**config.mk**
```make
export PLATFORM = sky130hd
export DESIGN_NAME = counter_arbiter
export DESIGN_NICKNAME = d
export VERILOG_FILES = /design/src/rtl/counter_arbiter.sv
export SDC_FILE = /design/constraint.sdc
export NUM_CORES = 1
export LEC_CHECK = 0
export CAP_MARGIN = 30
export CORE_MARGIN = 4
export CORE_UTILIZATION = 47
export CTS_BUF_LIST = sky130_fd_sc_hd__clkbuf_8
export CTS_CLUSTER_DIAMETER = 80
export DETAILED_ROUTE_END_ITERATION = 10
export HOLD_SLACK_MARGIN = 0.05
export PLACE_DENSITY = 0.82
export SKIP_LAST_GASP = 1
export SLEW_MARGIN = 20
export SYNTH_ARGS = -nofsm -noshare
export SYNTH_HDL_FRONTEND = slang
export SYNTH_SLANG_ARGS = --single-unit
```
**constraint.sdc**
```tcl
create_clock -name clk -period 2.2 [get_ports clk]
set_clock_uncertainty 0.2 [all_clocks]
set_input_delay 0.22 -clock clk [delete_from_list [all_inputs] [get_ports clk]]
set_output_delay 0.22 -clock clk [all_outputs]
set_load 0.01 [all_outputs]
```
**src/rtl/counter_arbiter.sv**
```systemverilog
// Round-robin arbiter that time-shares one enable/reset counter between NREQ
// requesters, running each granted job for exactly len counted cycles.
module counter_arbiter #(
  parameter int NREQ = 4,
  parameter int CW   = 4
) (
  input  logic              clk,
  input  logic              reset,
  input  logic [NREQ-1:0]   req,
  input  logic [NREQ*CW-1:0] len,
  output logic [NREQ-1:0]   grant,
  output logic              done,
  output logic              abort,
  output logic [CW-1:0]     result,
  output logic              cnt_reset,
  output logic              cnt_enable,
  input  logic [CW-1:0]     cnt_value
);

  localparam int          PW = $clog2(NREQ);
  localparam int unsigned NR = NREQ;

  typedef enum logic [1:0] {IDLE, CLEAR, RUN, DONE} state_t;

  state_t          state, state_n;
  logic [PW-1:0]   last, last_n;
  logic [CW-1:0]   len_q, len_n;
  logic [NREQ-1:0] grant_n;
  logic            abort_n;
  logic [CW-1:0]   result_n;
  logic            win_found;
  logic [PW-1:0]   win_idx;
  logic [PW-1:0]   cand;

  // Search upward from last+1 with wrap; the previous winner is considered last.
  always_comb begin
    win_found = 1'b0;
    win_idx   = '0;
    cand      = '0;
    for (int unsigned i = 1; i <= NR; i++) begin
      cand = PW'((32'(last) + i) % NR);
      if (!win_found && req[cand]) begin
        win_found = 1'b1;
        win_idx   = cand;
      end
    end
  end

  // While a job is active, last holds the owner index.
  always_comb begin
    state_n    = state;
    last_n     = last;
    len_n      = len_q;
    grant_n    = grant;
    abort_n    = abort;
    result_n   = result;
    cnt_reset  = 1'b0;
    cnt_enable = 1'b0;
    done       = 1'b0;
    case (state)
      IDLE: begin
        abort_n = 1'b0;
        if (win_found) begin
          grant_n = NREQ'(1) << win_idx;
          last_n  = win_idx;
          len_n   = len[win_idx*CW +: CW];
          state_n = CLEAR;
        end
      end
      CLEAR: begin
        cnt_reset = 1'b1;
        state_n   = RUN;
      end
      RUN: begin
        cnt_enable = (cnt_value != len_q) && req[last];
        if (cnt_value == len_q) begin
          abort_n  = 1'b0;
          result_n = cnt_value;
          state_n  = DONE;
        end else if (!req[last]) begin
          abort_n  = 1'b1;
          result_n = cnt_value;
          state_n  = DONE;
        end
      end
      DONE: begin
        done    = 1'b1;
        grant_n = '0;
        abort_n = 1'b0;
        state_n = IDLE;
      end
      default: state_n = IDLE;
    endcase
  end

  always_ff @(posedge clk or posedge reset) begin
    if (reset) begin
      state  <= IDLE;
      last   <= PW'(NREQ - 1);
      len_q  <= '0;
      grant  <= '0;
      abort  <= 1'b0;
      result <= '0;
    end else begin
      state  <= state_n;
      last   <= last_n;
      len_q  <= len_n;
      grant  <= grant_n;
      abort  <= abort_n;
      result <= result_n;
    end
  end

endmodule

```
==> results of run 1 <==
-- worst paths after layout --
path                                       from                     to  slack [ns]
setup / recovery            last[1]$_DFFE_PP1P_             cnt_enable        0.08
hold / removal                            reset  result[3]$_DFFE_PP0P_        0.16
setup reg to reg            last[1]$_DFFE_PP1P_   len_q[3]$_DFFE_PP0P_        0.10
hold reg to reg            grant[3]$_DFFE_PP0P_   grant[3]$_DFFE_PP0P_        0.30
max in group asynchronous                 reset   state[0]$_DFFE_PP0P_        1.21
min in group clk           grant[3]$_DFFE_PP0P_   grant[3]$_DFFE_PP0P_        0.30
-- critical path: stages, from the launching register on --
cell	delay, ns
sky130_fd_sc_hd__dfstp_2	0.57
sky130_fd_sc_hd__mux2i_1	0.27
sky130_fd_sc_hd__mux2i_1	0.14
sky130_fd_sc_hd__and3_1	0.19
sky130_fd_sc_hd__dlygate4sd2_1	0.28
-- power by group through the flow --
stage	clock, mW	sequential (mW)	combinational [mW]
finish	0.228	0.582	1.27
global route	0.251	0.598	1.39
CTS	0.228	0.581	1.22
detailed placement	0	0.600	1.18
global placement	0	0.588	1.13
floorplan	0	0.588	0.706
-- synth_stat cells, types with 2 or more instances --
cell,number,area share [%]
sky130_fd_sc_hd__inv_1,4,1.3
sky130_fd_sc_hd__a32o_1,2,1.8
sky130_fd_sc_hd__a21oi_1,3,1.3
sky130_fd_sc_hd__nor3b_1,4,2.7
sky130_fd_sc_hd__xnor2_1,4,3.1
sky130_fd_sc_hd__dfrtp_1,15,33
sky130_fd_sc_hd__dfstp_2,2,4.6
sky130_fd_sc_hd__a2111oi_2,3,4.0
sky130_fd_sc_hd__nand2_1,13,4.3
sky130_fd_sc_hd__ha_1,5,5.5
sky130_fd_sc_hd__a311oi_1,3,2.3
sky130_fd_sc_hd__o21bai_1,2,1.3
sky130_fd_sc_hd__buf_6,2,2.0
sky130_fd_sc_hd__o21ai_0,5,2.2
sky130_fd_sc_hd__nor2_1,7,2.3
sky130_fd_sc_hd__mux2i_1,8,7.1
sky130_fd_sc_hd__mux2_2,4,4.0
sky130_fd_sc_hd__nand2b_1,2,1.1
sky130_fd_sc_hd__buf_4,2,1.3
-- state kept, by name, summed over array words and instances, names as in the netlist --
register,cells
last,2
len_q,4
state,2
grant,4
abort,1
result,4
-- cell type report --
cell class                 count  share of cell area (%)
timing repair buffer          51                    28.6
tap                           28                    2.07
multi-input combinational     86                    40.5
clock buffer                   3                    2.44
inverter                       4                   0.888
clock inverter                 1                   0.222
sequential                    17                    25.3
-- cells by family (layout without fill, tap and decap cells) --
logic type | Yosys count | in the layout | share of synthesized area (%)
multiplexers | 13 | 13 | 12.0
AND/OR/NAND/NOR | 39 | 39 | 18.2
adder cells (fa/ha/maj) | 5 | 5 | 5.52
buffers and inverters | 9 | 59 | 5.08
flip-flops | 17 | 17 | 37.8
XOR/XNOR | 4 | 4 | 3.09
AO/OA/AOI/OAI | 25 | 25 | 18.2
-- timing repair --
action,CTS,global route
hold buffers,0,0
setup buffers,2,0
setup endpoints to repair,1,4
resized for setup,4,6
-- layer usage --
metal / wire length, µm / part of all wire, % / global-route usage [%] / vias to the layer above
met5: 0 / 0 / 0 / -
met4: 51 / 1.7 / 4.64 / 0
li1: - / - / - / 506
met2: 1520 / 51 / 31.3 / 52
met3: 219 / 7.4 / 6.33 / 13
met1: 1180 / 40 / 21.5 / 491
-- through the flow --
step / util [%] / power, mW / worst slack [ns]
after floorplan: - / 1.29 / 0.213
after global placement: 70.9 / 1.72 / -0.0629
after detailed placement: 70.9 / 1.78 / -0.139
after CTS: 73.3 / 2.02 / 0.0231
after global routing: 75.0 / 2.24 / -0.0286
final: 75.0 / 2.08 / 0.0795
==> metrics.md, run 1 <==
| Metric | Value |
|---|---|
| Status | `finished clean` |
| Final HPWL from detailed placement | `2280 µm` |
| Non-filler cells, final | `190` |
| Fraction of synthesis flops using an asynchronous set or reset pin | `100%` |
| Die Footprint | `0.00326 mm²` |
| Critical Path Sink Type | `primary output` |
| Wire length of the first global-routing pass | `4760 µm` |
| VDD IR max | `0.817 mV` |
| Sequential fraction of design power | `27.9%` |
| Data arrival, critical path | `1.70 ns` |
| Clock sink count | `17` |
| Final critical path time including I/O delays and setup | `2.12 ns` |
| Primary FF master, synth | `sky130_fd_sc_hd__dfrtp_1` |
| Routed via count | `1062` |
| Gp weighted congestion | `0.807` |
| Total of warnings raised by yosys | `0` |
| Switching share of power | `39.3%` |
| Required time at the worst-slack endpoint | `1.78 ns` |
| Total nets after synthesis | `143` |
| Relative slew margins | `55.2%` |
| Internal portion of total power | `1.27 mW` |
| Post-Syn Instances | `112` |
| NumNets Final | `194` |
| Number of antenna violations at the first check in global routing | `0` |
| CTS Root Cell | `sky130_fd_sc_hd__clkbuf_8` |
| Worst-case clock buffer depth | `2` |
| N_diodes | `0` |
| DRC violation count after routing | `0` |
| Reported net switching power | `0.818 mW` |
| Reg area | `428 µm²` |
| Combinational share of power | `61.1%` |
| Total negative setup slack | `0 ns` |
| Filler Cells Inserted | `170` |
| Boundary Pins | `38` |
| Number of routed nets with antenna violations | `0` |
| # placed instances | `184` |
| Syn-to-layout area delta | `49.3%` |
| Number of search-and-repair iterations in the first detailed-routing pass | `4` |
| Initial DRC Count | `38` |
| Number of port buffers | `37` |
| Path depth of the worst reg2reg path | `6` |
| Type of the tightest min-delay check | `primary input to asynchronous set/reset pin` |
| Maximum number of pins on one net before global-route repair | `18` |
| Number of distinct library cell variants in the gate-level netlist after synthesis | `41` |
| Max Cap Viol | `0` |
| Synthesized flop and latch total | `17` |
| Count of flip-flops with a built-in enable after synthesis | `0` |
| Commonest non-fill, non-tap cells in the layout | `33 x sky130_fd_sc_hd__clkdlybuf4s50_1, 15 x sky130_fd_sc_hd__dfrtp_1, 13 x sky130_fd_sc_hd__nand2_1, 13 x sky130_fd_sc_hd__buf_4, 8 x sky130_fd_sc_hd__mux2i_1` |
| Share of layout cells above drive strength 1 | `19.1%` |
| Number of global-route vias before repair | `1115` |
| Maximum fanout along the worst path | `4` |
| Overall die width | `57.1 µm` |
| Leak Pwr | `0.723 nW` |
| Die outline height | `57.1 µm` |
| Total overflow reported by the global router | `0` |
| Average detailed-routed wire length per instance | `15.6 µm` |
| Clock buffers created by TritonCTS | `3` |
| Synthesized cell area | `0.00113 mm²` |
| Global router's overall resource usage | `18.2%` |
| RSZ-0062 raised after global routing | `true` |
| Actual slew at the worst max-slew pin | `0.672 ns` |
| Clk pwr share | `11.0%` |
| Type of the worst setup path | `flip-flop to primary output` |
| Placement Cell Area | `0.00160 mm²` |
| Standard-cell rows | `17` |
| Summed area of non-filler cells in the final layout | `0.00169 mm²` |
| Wire length reported by the detailed router | `2970 µm` |
| Via density | `5.59` |
| Worst hold slack after final layout | `0.163 ns` |
| Worst skew pair latency | `0.25 ns` |
| Area of combinational cells with multiple inputs | `684 µm²` |
| Sequential element share of the synthesized area | `37.8%` |
| Post-route fraction of the period consumed by the critical path | `96.4%` |
| Most common cell after layout, fill and taps aside | `sky130_fd_sc_hd__clkdlybuf4s50_1` |
| Peak clock frequency supported by timing | `472 MHz` |
| Starting utilization of the core area | `50.2%` |
| Per-instance average area after synthesis | `10.1 µm²` |
| Count of final hold-check violations | `0` |
| Clock tree from TritonCTS | `yes` |
| Cell Pwr Density | `1230 mW/mm²` |
| H-tree levels | `1` |
| CORE AREA | `0.00225 mm²` |
| Clock transition at the registers of the reported paths | `0.07 ns` |
| Slew Viols, Final | `0` |
| Type of element launching the critical path | `flip-flop` |
| Number of endpoints failing setup at the final stage | `0` |
Power figures use the tool's default switching activity.
==> inputs of run 2 (changes only) <==
- SETUP_SLACK_MARGIN: default -> 0.5
- SLEW_MARGIN: 20 -> 30
==> metrics.md, run 2 (synthesized netlist as in run 1, its figures left out) <==
| Metric | Value |
|---|---|
| Status | `finished clean` |
| Crit path largest cell delay | `0.58 ns` |
| Critical Path Sink Type | `flip-flop` |
| M1 WL | `1930 µm` |
| Final HPWL from detailed placement | `2510 µm` |
| Type of the tightest min-delay check | `primary input to asynchronous set/reset pin` |
| Number of routed nets with antenna violations | `0` |
| Total overflow reported by the global router | `0` |
| CTS Hold Bufs | `0` |
| Type of the worst setup path | `flip-flop to flip-flop` |
| Data arrival, critical path | `2.13 ns` |
| NumNets Final | `223` |
| Final critical path time including I/O delays and setup | `2.19 ns` |
| Post-route fraction of the period consumed by the critical path | `99.3%` |
| Most common cell after layout, fill and taps aside | `sky130_fd_sc_hd__clkdlybuf4s50_1` |
| Routed met2 length | `2710 µm` |
| Count of final hold-check violations | `0` |
| Maximum number of pins on one net before global-route repair | `18` |
| Met3 Wirelength | `293 µm` |
| Syn-to-layout area delta | `84.9%` |
| Min setup slack post-route | `0.0143 ns` |
| Number of global-route vias before repair | `1473` |
| Summed area of non-filler cells in the final layout | `0.00209 mm²` |
| Boundary Pins | `38` |
| RSZ-0062 raised after global routing | `true` |
| Number of endpoints failing setup at the final stage | `0` |
| Global router's overall resource usage | `29.0%` |
| Worst skew pair latency | `0.25 ns` |
| Crit path max-delay cell type | `sky130_fd_sc_hd__dfstp_2` |
| Worst slack at placement | `-0.119 ns` |
| Type of element launching the critical path | `flip-flop` |
| Starting utilization of the core area | `50.2%` |
| Filler Cells Inserted | `75` |
| CTS Root Cell | `sky130_fd_sc_hd__clkbuf_8` |
| VDD IR max | `1.10 mV` |
| Registers with the highest flip-flop counts | `grant x4, len_q x4, result x4` |
| Max Cap Viol | `0` |
| Slew Viols, Final | `0` |
| Placement Cell Area | `0.00171 mm²` |
| Routed via count | `1338` |
| Required time at the worst-slack endpoint | `2.14 ns` |
| Top layer used by detailed routing | `met4` |
| Number of antenna violations at the first check in global routing | `0` |
| Maximum fanout along the worst path | `3` |
| Non-filler cells, final | `219` |
| Die outline height | `57.1 µm` |
| Peak clock frequency supported by timing | `458 MHz` |
| Wire length of the first global-routing pass | `7200 µm` |
| Total negative setup slack | `0 ns` |
| DRC violation count after routing | `0` |
| N_diodes | `0` |
| Via density | `6.11` |
| Clock transition at the registers of the reported paths | `0.07 ns` |
| Gp weighted congestion | `0.777` |
| Cell Chain, Critical Path | `mux2i_2 -> buf_4 -> o21bai_2 -> or3b_1 -> a211o_1 -> o311ai_1` |
| Die Footprint | `0.00326 mm²` |
| Overall die width | `57.1 µm` |
| Worst-case clock buffer depth | `2` |
| Commonest non-fill, non-tap cells in the layout | `30 x sky130_fd_sc_hd__clkdlybuf4s50_1, 28 x sky130_fd_sc_hd__buf_4, 15 x sky130_fd_sc_hd__dfrtp_1` |
| Initial DRC Count | `70` |
| Standard-cell rows | `17` |
| Number of port buffers | `37` |
| Clock buffers created by TritonCTS | `3` |
| Relative slew margins | `55.0%` |
| H-tree levels | `1` |
| Worst hold slack after final layout | `0.170 ns` |
| Wire length reported by the detailed router | `5170 µm` |
| Cell Pwr Density | `1420 mW/mm²` |
| Actual slew at the worst max-slew pin | `0.675 ns` |
| # placed instances | `192` |
| Clock tree from TritonCTS | `yes` |
| Share of layout cells above drive strength 1 | `44.5%` |
| CORE AREA | `0.00225 mm²` |
| Clock sink count | `17` |
| Number of search-and-repair iterations in the first detailed-routing pass | `4` |
| Average detailed-routed wire length per instance | `23.6 µm` |
| Leak Pwr | `0.940 nW` |
run 2: cell types whose count changed in the layout (fill, tap and decap cells not counted), sizes merged:
cell / previous run / this run
inv: 5 / 4
clkdlybuf4s50: 33 / 30
clkinv: 0 / 1
clkbuf: 3 / 4
dlygate4sd2: 4 / 5
buf: 14 / 44
run 2: power by group:
part | internal, mW | switching [mW]
combinational | 1.14 | 0.980
clock | 0.126 | 0.113
sequential | 0.475 | 0.131
run 2: worst paths after layout:
path                                       from                     to  slack (ns)  cells after the start
min in group clk           grant[0]$_DFFE_PP0P_   grant[0]$_DFFE_PP0P_        0.31                      1
max                         last[1]$_DFFE_PP1P_   len_q[1]$_DFFE_PP0P_        0.01                      6
max in group asynchronous                 reset  result[2]$_DFFE_PP0P_        1.20                      2
min                                       reset   len_q[1]$_DFFE_PP0P_        0.17                      2
min reg2reg                grant[0]$_DFFE_PP0P_   grant[0]$_DFFE_PP0P_        0.31                      1
max reg2reg                 last[1]$_DFFE_PP1P_   len_q[1]$_DFFE_PP0P_        0.01                      6
run 2: layer usage:
layer / track usage (%) / vias to the layer above
met5: 0 / -
met3: 4.98 / 21
met4: 8.61 / 0
met1: 32.6 / 663
met2: 55.0 / 85
li1: - / 569
run 2: cell type report:
| class | count | area, µm² | share of cell area [%] |
|---|---|---|---|
| clock inverter | 1 | 5.00 | 0.239 |
| timing repair buffer | 80 | 744 | 35.6 |
| inverter | 4 | 15.0 | 0.717 |
| tap | 28 | 35.0 | 1.67 |
| clock buffer | 3 | 41.3 | 1.97 |
| sequential | 17 | 428 | 20.4 |
| multi-input combinational | 86 | 825 | 39.4 |
run 2: metrics by stage:
| stage | utilization (%) | power, mW |
|---|---|---|
| after floorplan | - | 1.40 |
| after global placement | 76.0 | 1.86 |
| after detailed placement | 76.0 | 1.92 |
| after CTS | 90.1 | 2.66 |
| after global routing | 92.8 | 3.07 |
| final | 92.8 | 2.97 |
run 2: repair_timing:
action	4_1_cts	5_1_grt
pin swaps	14	6
gates cloned	1	0
gates resized for setup	47	13
setup endpoints to repair	20	20
buffers inserted	17	5
run 2: critical path: cells and delay by family, from the launching register on:
family,cells,cell delay (ns)
flip-flops,1,0.58
AO/OA/AOI/OAI,3,0.48
AND/OR/NAND/NOR,1,0.38
multiplexers,1,0.28
buffers and inverters,1,0.16
==> inputs of run 3 (changes only) <==
- CORE_ASPECT_RATIO: default -> 1.2
==> metrics.md, run 3 (synthesized netlist as in run 1, its figures left out) <==
| Metric | Value |
|---|---|
| Die outline height | `61.8 µm` |
| Syn-to-layout area delta | `79.2%` |
| Number of endpoints failing setup at the final stage | `0` |
| Final HPWL from detailed placement | `2370 µm` |
| Clock tree from TritonCTS | `yes` |
| Number of search-and-repair iterations in the first detailed-routing pass | `4` |
| Total chip power | `2.81 mW` |
| Leak Pwr | `0.885 nW` |
| Type of element launching the critical path | `flip-flop` |
| Wire length of the first global-routing pass | `5870 µm` |
| Type of the worst setup path | `flip-flop to flip-flop` |
| Initial DRC Count | `80` |
| Met3 Track Usage GR | `5.73%` |
| Clock buffers created by TritonCTS | `3` |
| Peak clock frequency supported by timing | `456 MHz` |
| H-tree levels | `1` |
| Slew Viols, Final | `0` |
| Data arrival, critical path | `2.16 ns` |
| Actual slew at the worst max-slew pin | `0.642 ns` |
| RSZ-0062 raised after global routing | `true` |
| Global router's overall resource usage | `25.4%` |
| NumNets Final | `213` |
| Number of routed nets with antenna violations | `0` |
| Met2 global-route usage | `49.8%` |
| Status | `finished clean` |
| Filler Cells Inserted | `104` |
| N_diodes | `0` |
| Routed via count | `1252` |
| # placed instances | `188` |
| Critical Path Sink Type | `flip-flop` |
| Most common cell after layout, fill and taps aside | `sky130_fd_sc_hd__clkdlybuf4s50_1` |
| Max Cap Viol | `0` |
| Wire length reported by the detailed router | `4580 µm` |
| Number of global-route vias before repair | `1268` |
| Starting utilization of the core area | `49.1%` |
| CORE AREA | `0.00231 mm²` |
| DRC violation count after routing | `0` |
| Number of port buffers | `37` |
| Required time at the worst-slack endpoint | `2.16 ns` |
| Maximum number of pins on one net before global-route repair | `18` |
| Standard-cell rows | `19` |
| Most utilized layer in the global route result | `met2` |
| Overall die width | `52.8 µm` |
| Number of antenna violations at the first check in global routing | `0` |
| Path depth of the worst reg2reg path | `7` |
| Relative slew margins | `57.1%` |
| CTS Root Cell | `sky130_fd_sc_hd__clkbuf_8` |
| Clock transition at the registers of the reported paths | `0.07 ns` |
| Registers with the highest flip-flop counts | `grant x4, len_q x4, result x4` |
| Average detailed-routed wire length per instance | `21.6 µm` |
| VDD IR max | `1.17 mV` |
| Cell Pwr Density | `1380 mW/mm²` |
| Worst setup path startpoint | `last[1]$_DFFE_PP1P_` |
| Global-route track usage on met1 | `26.1%` |
| Reg-to-Reg Start | `last[1]$_DFFE_PP1P_` |
| Clock sink count | `17` |
| Boundary Pins | `38` |
| Final critical path time including I/O delays and setup | `2.19 ns` |
| Non-filler cells, final | `212` |
| Worst-case clock buffer depth | `2` |
| Die Footprint | `0.00326 mm²` |
| Maximum fanout along the worst path | `3` |
| Share of layout cells above drive strength 1 | `40.3%` |
| Total overflow reported by the global router | `0` |
| Worst skew pair latency | `0.26 ns` |
| Post-route fraction of the period consumed by the critical path | `99.6%` |
| Type of the tightest min-delay check | `primary input to asynchronous set/reset pin` |
| Gp weighted congestion | `0.782` |
| Commonest non-fill, non-tap cells in the layout | `30 x sky130_fd_sc_hd__clkdlybuf4s50_1, 22 x sky130_fd_sc_hd__buf_4, 15 x sky130_fd_sc_hd__dfrtp_1` |
| Count of final hold-check violations | `0` |
| Via density | `5.91` |
==> run 3: metrics by stage <==
step	instance area, µm²	TNS [ns]	util (%)	setup WS [ns]	hold slack [ns]
global placement	1660	-0.169	72.2	-0.0846	0.269
finish	2030	0	88.0	0.00842	0.141
detailed placement	1660	-0.397	72.2	-0.121	0.278
floorplan	1190	0	-	0.241	-0.0554
global route	2030	-0.116	88.0	-0.0448	0.192
CTS	1910	0	82.7	0.0762	0.170
==> run 3: power by group <==
part / switching (mW) / total [mW] / internal, mW
clock: 0.117 / 0.243 / 0.126
combinational: 0.896 / 1.95 / 1.05
sequential: 0.142 / 0.617 / 0.475
==> run 3: layout make-up <==
class | instances | area [µm²] | share of cell area [%]
clock buffer | 3 | 41.3 | 2.03
inverter | 4 | 15.0 | 0.740
tap | 31 | 38.8 | 1.91
clock inverter | 1 | 5.00 | 0.247
sequential | 17 | 428 | 21.1
timing repair buffer | 70 | 674 | 33.2
multi-input combinational | 86 | 827 | 40.8
==> run 3: worst max-delay path: stages (launching register included) <==
cell and delay, ns:
sky130_fd_sc_hd__dfstp_2 0.58, sky130_fd_sc_hd__mux2i_2 0.25, sky130_fd_sc_hd__buf_4 0.14, sky130_fd_sc_hd__buf_6 0.09, sky130_fd_sc_hd__o21bai_4 0.06, sky130_fd_sc_hd__or3b_1 0.38, sky130_fd_sc_hd__a211o_1 0.32, sky130_fd_sc_hd__o311ai_2 0.07
==> run 3: timing repair <==
action,4_1_cts,5_1_grt
setup buffers,14,6
resized for setup,33,20
pin swaps,12,14
endpoints found under the setup margin,20,18
hold buffers,0,0
==> run 3: worst paths after layout <==
check                                   endpoint  slack (ns)
setup / recovery            len_q[1]$_DFFE_PP0P_       0.008
hold / removal              state[1]$_DFFE_PP0P_        0.14
setup reg to reg            len_q[1]$_DFFE_PP0P_       0.008
hold reg to reg            result[3]$_DFFE_PP0P_        0.31
max in group asynchronous      abort$_DFFE_PP0P_        1.25
min in group clk           result[3]$_DFFE_PP0P_        0.31
==> run 3: per-layer routing <==
metal  share of wire (%)  vias to the layer above  wire length [µm]
li1                    -                      546                 -
met1                  35                      599              1610
met2                  54                       87              2470
met3                 7.1                       20               326
met4                 3.9                        0               177
met5                   0                        -                 0
